===== src/rtl/vga_fetch_pkg.sv =====
// Shared types and helpers for the video-fetch pacer.
//   fetch_state_e : burst FSM states
//   fetch_src_e   : fetch_dat source select (SRC_ZERO / SRC_CACHE / SRC_FML)
//   clog2()       : counter width helper, never returns less than 1
package vga_fetch_pkg;

  localparam int unsigned PIX_DIV_W      = 2;
  localparam int unsigned UNDERRUN_CNT_W = 16;

  typedef enum logic [2:0] {
    StIdle,
    StDelay,
    StTry,
    StChk,
    StCstr,
    StFmlReq,
    StFstr,
    StZstr
  } fetch_state_e;

  typedef enum logic [1:0] {
    SRC_ZERO  = 2'd0,
    SRC_CACHE = 2'd1,
    SRC_FML   = 2'd2
  } fetch_src_e;

  function automatic int unsigned clog2(input int unsigned value);
    int unsigned width;
    width = 0;
    while ((32'd1 << width) < value) width++;
    if (width == 0) width = 1;
    return width;
  endfunction

endpackage


===== src/rtl/vga_fetch_pacer_fml_pix_tick_div.sv =====
// Pixel tick divider and FIFO underrun monitor.
//   clk_i/rst_i       : clock, async active-high reset
//   pix_div_i         : tick period = pix_div_i + 1 clocks, sampled at reload
//   fifo_empty_i      : pixel FIFO empty
//   underrun_clr_i    : clears the sticky flag and counter, wins over a set
//   pix_tick_o        : raw pixel clock enable
//   fifo_rd_o         : pix_tick_o qualified by a non-empty FIFO
//   underrun_o        : sticky underrun flag
//   underrun_cnt_o    : saturating underrun tick count
module vga_pix_tick_div
  import vga_fetch_pkg::*;
(
  input  logic                      clk_i,
  input  logic                      rst_i,
  input  logic [PIX_DIV_W-1:0]      pix_div_i,
  input  logic                      fifo_empty_i,
  input  logic                      underrun_clr_i,
  output logic                      pix_tick_o,
  output logic                      fifo_rd_o,
  output logic                      underrun_o,
  output logic [UNDERRUN_CNT_W-1:0] underrun_cnt_o
);

  logic [PIX_DIV_W-1:0]      cnt_q, cnt_d;
  logic                      underrun_q, underrun_d;
  logic [UNDERRUN_CNT_W-1:0] ucnt_q, ucnt_d;
  logic                      tick;

  always_comb begin
    tick       = (cnt_q == '0);
    cnt_d      = tick ? pix_div_i : cnt_q - PIX_DIV_W'(1);
    underrun_d = underrun_q;
    ucnt_d     = ucnt_q;
    if (underrun_clr_i) begin
      underrun_d = 1'b0;
      ucnt_d     = '0;
    end else if (tick && fifo_empty_i) begin
      underrun_d = 1'b1;
      if (ucnt_q != '1) ucnt_d = ucnt_q + UNDERRUN_CNT_W'(1);
    end
  end

  always_ff @(posedge clk_i or posedge rst_i) begin
    if (rst_i) begin
      cnt_q      <= '0;
      underrun_q <= 1'b0;
      ucnt_q     <= '0;
    end else begin
      cnt_q      <= cnt_d;
      underrun_q <= underrun_d;
      ucnt_q     <= ucnt_d;
    end
  end

  assign pix_tick_o     = tick & ~rst_i;
  assign fifo_rd_o      = tick & ~fifo_empty_i & ~rst_i;
  assign underrun_o     = underrun_q;
  assign underrun_cnt_o = ucnt_q;

endmodule


===== src/rtl/vga_fetch_pacer_fml.sv =====
// Video-fetch pacer: paces CRTC/sequencer steps, fetches each burst from the
// DCB first and falls back to FML, zero-fills on FML timeout.
//   cache_en/start_addr/lcd_stb/lcd_adr : sequencer side request
//   step/fetch_dat                      : sequencer advance and data
//   fifo_level/fifo_full/fifo_empty     : pixel FIFO status; fifo_rd pops it
//   pix_div/pix_tick                    : pixel clock enable divider
//   fml_*                               : FML burst master
//   dcb_*                               : DCB (L2) lookup port
//   underrun/underrun_cnt/underrun_clr  : FIFO underrun monitor
//   fetch_err                           : one-clock pulse on FML timeout
module vga_fetch_pacer_fml
  import vga_fetch_pkg::*;
#(
  parameter int unsigned FML_DEPTH = 20,
  parameter int unsigned DW        = 16,
  parameter int unsigned BURST_LEN = 8,
  parameter int unsigned LVL_W     = 10,
  parameter int unsigned BURST_THR = 300,
  parameter int unsigned TMO_CYC   = 64
) (
  input  logic                      clk,
  input  logic                      rst,
  input  logic                      cache_en,
  input  logic [PIX_DIV_W-1:0]      pix_div,
  input  logic [15:0]               start_addr,
  input  logic                      lcd_stb,
  input  logic [FML_DEPTH-2:0]      lcd_adr,
  output logic [DW-1:0]             fetch_dat,
  output logic                      step,
  input  logic [LVL_W-1:0]          fifo_level,
  input  logic                      fifo_full,
  input  logic                      fifo_empty,
  output logic                      fifo_rd,
  output logic                      pix_tick,
  output logic [FML_DEPTH-1:0]      fml_adr,
  output logic                      fml_stb,
  input  logic                      fml_ack,
  input  logic [DW-1:0]             fml_di,
  output logic                      dcb_stb,
  output logic [FML_DEPTH-1:0]      dcb_adr,
  input  logic [DW-1:0]             dcb_dat,
  input  logic                      dcb_hit,
  output logic                      underrun,
  output logic [UNDERRUN_CNT_W-1:0] underrun_cnt,
  input  logic                      underrun_clr,
  output logic                      fetch_err
);

  localparam int unsigned    BeatW    = clog2(BURST_LEN);
  localparam int unsigned    TmoW     = clog2(TMO_CYC);
  localparam int unsigned    WordW    = FML_DEPTH - 1;
  localparam logic [BeatW-1:0] BeatOne  = BeatW'(1);
  localparam logic [BeatW-1:0] BeatLast = BeatW'(BURST_LEN - 1);
  localparam logic [TmoW-1:0]  TmoOne   = TmoW'(1);
  localparam logic [TmoW-1:0]  TmoLast  = TmoW'(TMO_CYC - 1);

  fetch_state_e         state_q, state_d;
  logic [BeatW-1:0]     beat_q, beat_d;
  logic [TmoW-1:0]      tmo_q, tmo_d;
  logic [FML_DEPTH-1:0] fml_adr_q, fml_adr_d;

  fetch_src_e           src;
  logic [BeatW-1:0]     lookup;
  logic                 fifo_ok;
  logic                 step_raw, fml_stb_raw, dcb_stb_raw, fetch_err_raw;
  logic [WordW-1:0]     word_adr;
  logic [FML_DEPTH-1:0] next_adr;
  logic                 unused_start_lsb;

  // start_addr is in 2-word units above bit 0; the sum wraps at the word width.
  assign word_adr         = lcd_adr + WordW'({start_addr[15:1], 2'b00});
  assign next_adr         = {word_adr, 1'b0};
  assign unused_start_lsb = start_addr[0];

  always_comb begin
    state_d       = state_q;
    beat_d        = beat_q;
    tmo_d         = tmo_q;
    fml_adr_d     = fml_adr_q;
    src           = SRC_ZERO;
    lookup        = beat_q;
    step_raw      = 1'b0;
    fml_stb_raw   = 1'b0;
    dcb_stb_raw   = 1'b0;
    fetch_err_raw = 1'b0;
    fifo_ok       = (32'(fifo_level) <= BURST_THR) && !fifo_full;

    unique case (state_q)
      StIdle: begin
        if (fifo_ok) begin
          step_raw = 1'b1;
          if (lcd_stb) begin
            fml_adr_d = next_adr;
            state_d   = StDelay;
          end
        end
      end
      StDelay: begin
        step_raw = 1'b1;
        state_d  = cache_en ? StTry : StFmlReq;
      end
      StTry: begin
        dcb_stb_raw = 1'b1;
        step_raw    = 1'b1;
        beat_d      = '0;
        state_d     = StChk;
      end
      StChk: begin
        // Hit data for beat N arrives while beat N+1 is being looked up.
        src    = SRC_CACHE;
        lookup = beat_q + BeatOne;
        if (dcb_hit) begin
          dcb_stb_raw = 1'b1;
          step_raw    = 1'b1;
          beat_d      = beat_q + BeatOne;
          state_d     = StCstr;
        end else begin
          state_d = StFmlReq;
        end
      end
      StCstr: begin
        src         = SRC_CACHE;
        lookup      = beat_q + BeatOne;
        step_raw    = 1'b1;
        beat_d      = beat_q + BeatOne;
        dcb_stb_raw = (beat_q < BeatLast);
        if (beat_q == BeatLast) state_d = StIdle;
      end
      StFmlReq: begin
        // First FML beat is presented on the ack cycle.
        src         = SRC_FML;
        fml_stb_raw = 1'b1;
        tmo_d       = tmo_q + TmoOne;
        if (fml_ack) begin
          step_raw = 1'b1;
          beat_d   = BeatOne;
          state_d  = StFstr;
        end else if (tmo_q == TmoLast) begin
          fetch_err_raw = 1'b1;
          beat_d        = BeatOne;
          state_d       = StZstr;
        end
      end
      StFstr: begin
        src      = SRC_FML;
        step_raw = 1'b1;
        beat_d   = beat_q + BeatOne;
        if (beat_q == BeatLast) state_d = StIdle;
      end
      StZstr: begin
        // Zero-filled steps keep the sequencer aligned after an aborted fetch.
        step_raw = 1'b1;
        beat_d   = beat_q + BeatOne;
        if (beat_q == BeatLast) state_d = StIdle;
      end
      default: state_d = StIdle;
    endcase

    if (state_d == StIdle) begin
      beat_d = '0;
      tmo_d  = '0;
    end
  end

  always_ff @(posedge clk or posedge rst) begin
    if (rst) begin
      state_q   <= StIdle;
      beat_q    <= '0;
      tmo_q     <= '0;
      fml_adr_q <= '0;
    end else begin
      state_q   <= state_d;
      beat_q    <= beat_d;
      tmo_q     <= tmo_d;
      fml_adr_q <= fml_adr_d;
    end
  end

  always_comb begin
    unique case (src)
      SRC_CACHE: fetch_dat = dcb_dat;
      SRC_FML:   fetch_dat = fml_di;
      default:   fetch_dat = '0;
    endcase
    if (rst) fetch_dat = '0;
  end

  assign step      = step_raw & ~rst;
  assign fml_stb   = fml_stb_raw & ~rst;
  assign dcb_stb   = dcb_stb_raw & ~rst;
  assign fetch_err = fetch_err_raw & ~rst;
  assign fml_adr   = fml_adr_q;
  assign dcb_adr   = rst ? '0 : fml_adr_q + FML_DEPTH'({lookup, 1'b0});

  vga_pix_tick_div u_pix_tick_div (
    .clk_i          (clk),
    .rst_i          (rst),
    .pix_div_i      (pix_div),
    .fifo_empty_i   (fifo_empty),
    .underrun_clr_i (underrun_clr),
    .pix_tick_o     (pix_tick),
    .fifo_rd_o      (fifo_rd),
    .underrun_o     (underrun),
    .underrun_cnt_o (underrun_cnt)
  );

endmodule


===== config.mk =====
export PLATFORM = sky130hd
export DESIGN_NAME = vga_fetch_pacer_fml
export DESIGN_NICKNAME = d
export VERILOG_FILES = /design/src/rtl/vga_fetch_pkg.sv /design/src/rtl/vga_fetch_pacer_fml_pix_tick_div.sv /design/src/rtl/vga_fetch_pacer_fml.sv
export SDC_FILE = /design/constraint.sdc
export NUM_CORES = 1
export LEC_CHECK = 0
export ABC_AREA = 1
export BUFFER_PORTS_ARGS = -buffer_cell sky130_fd_sc_hd__buf_2
export CORE_MARGIN = 4
export CORE_UTILIZATION = 40
export CTS_BUF_LIST = sky130_fd_sc_hd__clkbuf_8
export CTS_CLUSTER_SIZE = 16
export DETAILED_ROUTE_END_ITERATION = 8
export PLACE_DENSITY_LB_ADDON = 0.12
export RECOVER_POWER = 25
export SYNTH_ARGS = -nofsm -noshare
export SYNTH_HDL_FRONTEND = slang
export SYNTH_HIERARCHICAL = 1
export SYNTH_SLANG_ARGS = --single-unit

===== constraint.sdc =====
create_clock -name clk -period 2.9 [get_ports clk]
set_clock_uncertainty 0.05 [all_clocks]
set_input_delay 0.725 -clock clk [delete_from_list [all_inputs] [get_ports clk]]
set_output_delay 0.725 -clock clk [all_outputs]
set_load 0.05 [all_outputs]

### After elaboration in Yosys (flattened, before gate mapping)

Cells that the tools add are included.

| operators by class | value |
|---|---|
| $add $sub $neg | 6 |
| order comparisons | 2 |
| eq/ne operators | 14 |
| mux-type cells | 35 |
| bitwise gates (word level) | 9 |
| reductions and logical operators | 17 |

Operator list:

| operator | count |
|---|---|
| $mux W16 | 4 |
| $mux W3 | 11 |
| $pmux W16 S2 | 1 |
| $add A20 B4 Y20 | 1 |
| $mux W20 | 1 |
| $add A19 B17 Y19 | 1 |
| $pmux W3 S6 | 1 |
| $add A16 B1 Y16 const B | 1 |
| $ne A16 B16 Y1 const B | 1 |
| $eq A3 B3 Y1 const B | 5 |
| $mux W6 | 2 |
| $pmux W3 S4 | 1 |
| $le A10 B9 Y1 const B | 1 |
| $mux W1 | 10 |
| $and A1 B1 Y1 | 7 |
| $add A6 B1 Y6 const B | 1 |
| $eq A3 B2 Y1 const B | 2 |
| $eq A6 B6 Y1 const B | 1 |
| $logic_not A3 Y1 | 2 |
| $reduce_and A3 Y1 | 2 |
| $reduce_bool A2 Y1 | 3 |
| $reduce_bool A5 Y1 | 1 |
| $reduce_or A5 Y1 | 1 |
| $ne A4 B4 Y1 const B | 1 |
| other kinds (18) | 21 |

| word-level totals | value |
|---|---|
| bits in registers | 50 |
| bits of input ports | 88 |
| output and inout port bits | 79 |
| logic and storage cells | 90 |

### Logic depth before layout (Yosys ltp)

| depth | value |
|---|---|
| word-level depth | 7 |
| gate-level depth with buffers | 16 |
| mapped depth without buffers | 15 |

### By module

The synthesis kept the hierarchy.

Modules (own cells, without submodules):

| module | instances | cells each | area an instance (um^2) | seq. area each (um^2) |
|---|---|---|---|---|
| vga_fetch_pacer_fml | 1 | 593 | 3552.2 | 775.7 |
| vga_pix_tick_div | 1 | 168 | 1211.2 | 475.5 |

### Worst setup path after synthesis

Ideal clock, no wire load.

| timing path | value |
|---|---|
| kind | register -> output |
| from | register state_q[2] |
| to | output dcb_adr[15] |
| arrival | 2.979 ns |
| data required time | 2.125 ns |
| slack | -0.854 ns |
| stages on the path, launching flop included | 16 |
| path buffers | 1 |
| cell sequence | dfrtp_1 buf_4 inv_2 nand3_1 nand2_1 xor2_1 ha_1 inv_1 fa_1 o21ai_2 nand2_1 inv_2 nand3_1 o21ai_1 nand2_1 nor2_1 |

| between the ends | value |
|---|---|
| word-level cells in the longest chain between the ends | 5 |
| elaborated cells on any way between the ends | 6 |
| those cells by class | 1 x add/sub; 2 x eq/ne; 2 x mux; 1 x reduce/logical |

Ends and longest elaborated chain:

| item | RTL line | RTL |
|---|---|---|
| from (decl) | vga_fetch_pacer_fml.sv:57 | `fetch_state_e state_q, state_d;` |
| from (signal assigned) | vga_fetch_pacer_fml.sv:167 | `state_q <= StIdle;` |
| from (signal assigned) | vga_fetch_pacer_fml.sv:172 | `state_q <= state_d;` |
| $eq A3 B3 Y1 or $eq A3 B2 Y1 (tied branches) | vga_fetch_pacer_fml.sv:88 | `unique case (state_q)` |
| $reduce_or A2 Y1 (no source line) (*) | - |  |
| $mux W3 (*) | - |  |
| $add A20 B4 Y20 (*) | vga_fetch_pacer_fml.sv:193 | `assign dcb_adr = rst ? '0 : fml_adr_q + FML_DEPTH'({lookup, 1'b0});` |
| $mux W20 (*) | vga_fetch_pacer_fml.sv:193 |  |
| to (decl) | vga_fetch_pacer_fml.sv:40 | `output logic [FML_DEPTH-1:0] dcb_adr,` |

Every way passes the cells marked *; elsewhere a longest branch is shown, timed or not.

### Worst setup path after layout

| timing path | value |
|---|---|
| from | register state_q[2] |
| to | output dcb_adr[7] |

The elaborated chain is that of the path after synthesis.

==> flow_metrics.env <==
export IMPL_status="finished with violations"
export IMPL_violations="negative setup slack"
export IMPL_drt_iter0_drc=267
export IMPL_nets=1081
export IMPL_detail_route_antenna_nets=0
export IMPL_layout_setup_ws_ns=-0.548
export IMPL_grt_overflow=0
export IMPL_rsz0062_at_grt="true"
export IMPL_end_kind="output port"
export IMPL_clk_path_buf_depth=2
export IMPL_grt_max_degree=25
export IMPL_cp_required_ns=2.12
export IMPL_yosys_top_cells_area="dfrtp_1, nand2_1, inv_1"
export IMPL_synth_ff_type="dfrtp_1"
export IMPL_finalHoldViolations=0
export IMPL_n_fill_cell=1068
export IMPL_p_int_uw=2840
export IMPL_timing_final_crit_share=1.19
export IMPL_p_clk_frac=0.075
export IMPL_max_freq_ghz=0.290
export IMPL_gp_congestion=0.873
export IMPL_initial_core_util=0.414
export IMPL_power_density_nw_per_um2=869
export IMPL_vias=5462
export IMPL_cts_buffers=5
export IMPL_synth_edff_count=0
export IMPL_p_leak_uw=0.00367
export IMPL_hold_path_class="reg2reg"
export IMPL_ys_warn_count=6
export IMPL_synth_top_cell_by_area="dfrtp_1"
export IMPL_ys_top_cells_by_count="nand2_1, inv_1, nor2_1, nand3_1, dfrtp_1"
export IMPL_rows=39
export IMPL_synth_most_common_cell="nand2_1"
export IMPL_die_w_um=117
export IMPL_fin_crit_ns=3.45
export IMPL_seq_area_frac_synth=0.263
export IMPL_min_path_cells=1
export IMPL_reg2reg_depth=9
export IMPL_cts_sinks=50
export IMPL_io_buffers=163
export IMPL_cts_root_buffer="clkbuf_8"
export IMPL_first_pass_iters=4
export IMPL_yosysTopAreaCellShare=0.263
export IMPL_path_max_fanout=3
export IMPL_viasPerCell=4.92
export IMPL_cpMaxStageDelayCell="dfrtp_2"
export IMPL_critPathLaunchType="flip-flop"
export IMPL_die_h_um=117
export IMPL_grt_usage=0.207
export IMPL_path_cells="inv_4, nand3_4, nand2_4, xor2_2, ha_2, inv_2, fa_2, o21ai_4, buf_4, nand2_1, nor2_4, o21ai_2, a21oi_4, buf_6"
export IMPL_ir_worst_vdd_mv=0.544
export IMPL_dp_hpwl_um=11200
export IMPL_synth_seq_cells=50
export IMPL_cts_htree_levels=2
export IMPL_antenna_found_initial=0
export IMPL_relSlewSlack=0.505
export IMPL_async_flop_share=1.00
export IMPL_synthDistinctLibCells=42
export IMPL_grt_pass1_vias=4994
export IMPL_dieArea_sq_um=13700
export IMPL_place_area_sq_um=6340
export IMPL_clk_pin_slew_ns=0.09
export IMPL_synthesis_area_sq_um=4760
export IMPL_p_sw_uw=3360
export IMPL_fin_area_sq_um=7130
export IMPL_power_total_uw=6190
export IMPL_max_slew_worst_pin_slew_ns=0.742
export IMPL_maxCapViolations=0
export IMPL_netSwitchingFraction=0.542
export IMPL_drive_gt1_frac=0.369
export IMPL_synth_avg_cell_area_sq_um=6.26
export IMPL_cp_slowest_stage_delay_ns=0.46
export IMPL_drc=0
export IMPL_slew_violations=0
export IMPL_tritoncts="yes"
export IMPL_seq_power_share=0.191
export IMPL_grt_first_pass_wirelength_um=23300
export IMPL_final_setup_viol_count=34
export IMPL_antenna_cells=0
export IMPL_crit_arrival_ns=2.67
export IMPL_routed_wl_um=14500
export IMPL_pre_cts_slack_ns=-0.397
export IMPL_syn_inst=761
export IMPL_ioPinCount=167
export IMPL_fp_coreArea_sq_um=11500
export IMPL_p_comb_frac=0.734
export IMPL_routedWlPerCell_um=13.1
export IMPL_crit_type="reg2out"
export IMPL_fin_util=0.619
export IMPL_insertion_delay_ns=0.31
export IMPL_syn_to_final_growth_pct=49.6
metal layers:
metal  routed length (um)  GRT usage
met2                 7080      0.366
met5                    0          0
met4                  184     0.0489
met1                 6510      0.270
met3                  764     0.0257
worst max-delay path: cells and delay by family (launching register included):
| family | cells | cell delay, ns |
|---|---|---|
| simple gates | 4 | 0.37 |
| fa+ha+maj | 2 | 0.57 |
| compound gates | 3 | 0.38 |
| flops | 1 | 0.46 |
| xor+xnor | 1 | 0.17 |
| buf+inv | 4 | 0.42 |
worst paths after layout:
check | end | startpoint | slack, ns
worst max-delay path | dcb_adr[7] | state_q[2]$_DFF_PP0_ | -0.55
worst min-delay path | u_pix_tick_div/cnt_q[0]$_DFF_PP0_ | u_pix_tick_div/cnt_q[0]$_DFF_PP0_ | 0.41
worst max register to register | fml_adr[14]$_DFFE_PP0P_ | state_q[2]$_DFF_PP0_ | 0.89
worst min register to register | u_pix_tick_div/cnt_q[0]$_DFF_PP0_ | u_pix_tick_div/cnt_q[0]$_DFF_PP0_ | 0.41
max in group asynchronous | fml_adr[2]$_DFFE_PP0P_ | rst | 1.29
min in group asynchronous | fml_adr[14]$_DFFE_PP0P_ | rst | 0.51
area by class of cell:
cell class,count,area [sq um],area share
Multi-Input combinational cell,587,3620,0.508
Timing Repair Buffer,217,1560,0.219
Tap cell,143,179,0.0251
Clock buffer,7,96.3,0.0135
Sequential cell,50,1250,0.176
Clock inverter,1,8.76,0.00123
Inverter,106,408,0.0572
power groups by stage:
stage	combinational, uW	clock (uW)	sequential [uW]
floorplan	2410	0	1490
global placement	3690	0	1170
detailed placement	3720	0	1170
CTS	4310	481	1170
global route	4880	515	1220
finish	4540	465	1180
metrics by stage:
step	hold slack, ns	TNS (ns)	cells
finish	0.412	-11.09	1111
detailed placement	0.397	-4.41	1084
floorplan	0.374	-2.27	762
CTS	0.411	-11.25	1104
global placement	0.391	-3.87	1084
global route	0.428	-15.12	1111
sequential cells by signal, summed over array words and instances, names as in the netlist:
| register | count |
|---|---|
| tmo_q | 6 |
| state_q | 3 |
| fml_adr | 19 |
| beat_q | 3 |
| u_pix_tick_div/cnt_q | 2 |
| u_pix_tick_div/underrun_o | 1 |
| u_pix_tick_div/underrun_cnt_o | 16 |
cells by family after synthesis:
group | Yosys count | share of synthesized area
AOI/OAI and AO/OA | 90 | 0.110
adders and majority gates | 26 | 0.0714
and+or+nand+nor | 452 | 0.416
DFF | 50 | 0.263
buffers and inverters | 125 | 0.108
xor gates and xnor gates | 16 | 0.0294
muxes | 1 | 0.00210
other | 1 | 0.000787
repair_timing:
action,in CTS,in global routing
buffers inserted,13,7
pin swaps,32,18
gates resized for setup,120,23
endpoints found under the setup margin,34,34
cloned,0,1
hold buffers,0,0
layout by cell type (no fill, tap or decap), types with 15 or more instances in the layout:
master / count
a21oi_1: 15
a21oi_4: 20
buf_2: 129
buf_4: 39
buf_6: 33
dfrtp_1: 47
ha_1: 19
inv_1: 98
nand2_1: 248
nand2_2: 15
nand3_1: 46
nor2_1: 62
o21ai_0: 16
o21ai_2: 18
(Power assumes the default switching activity.)
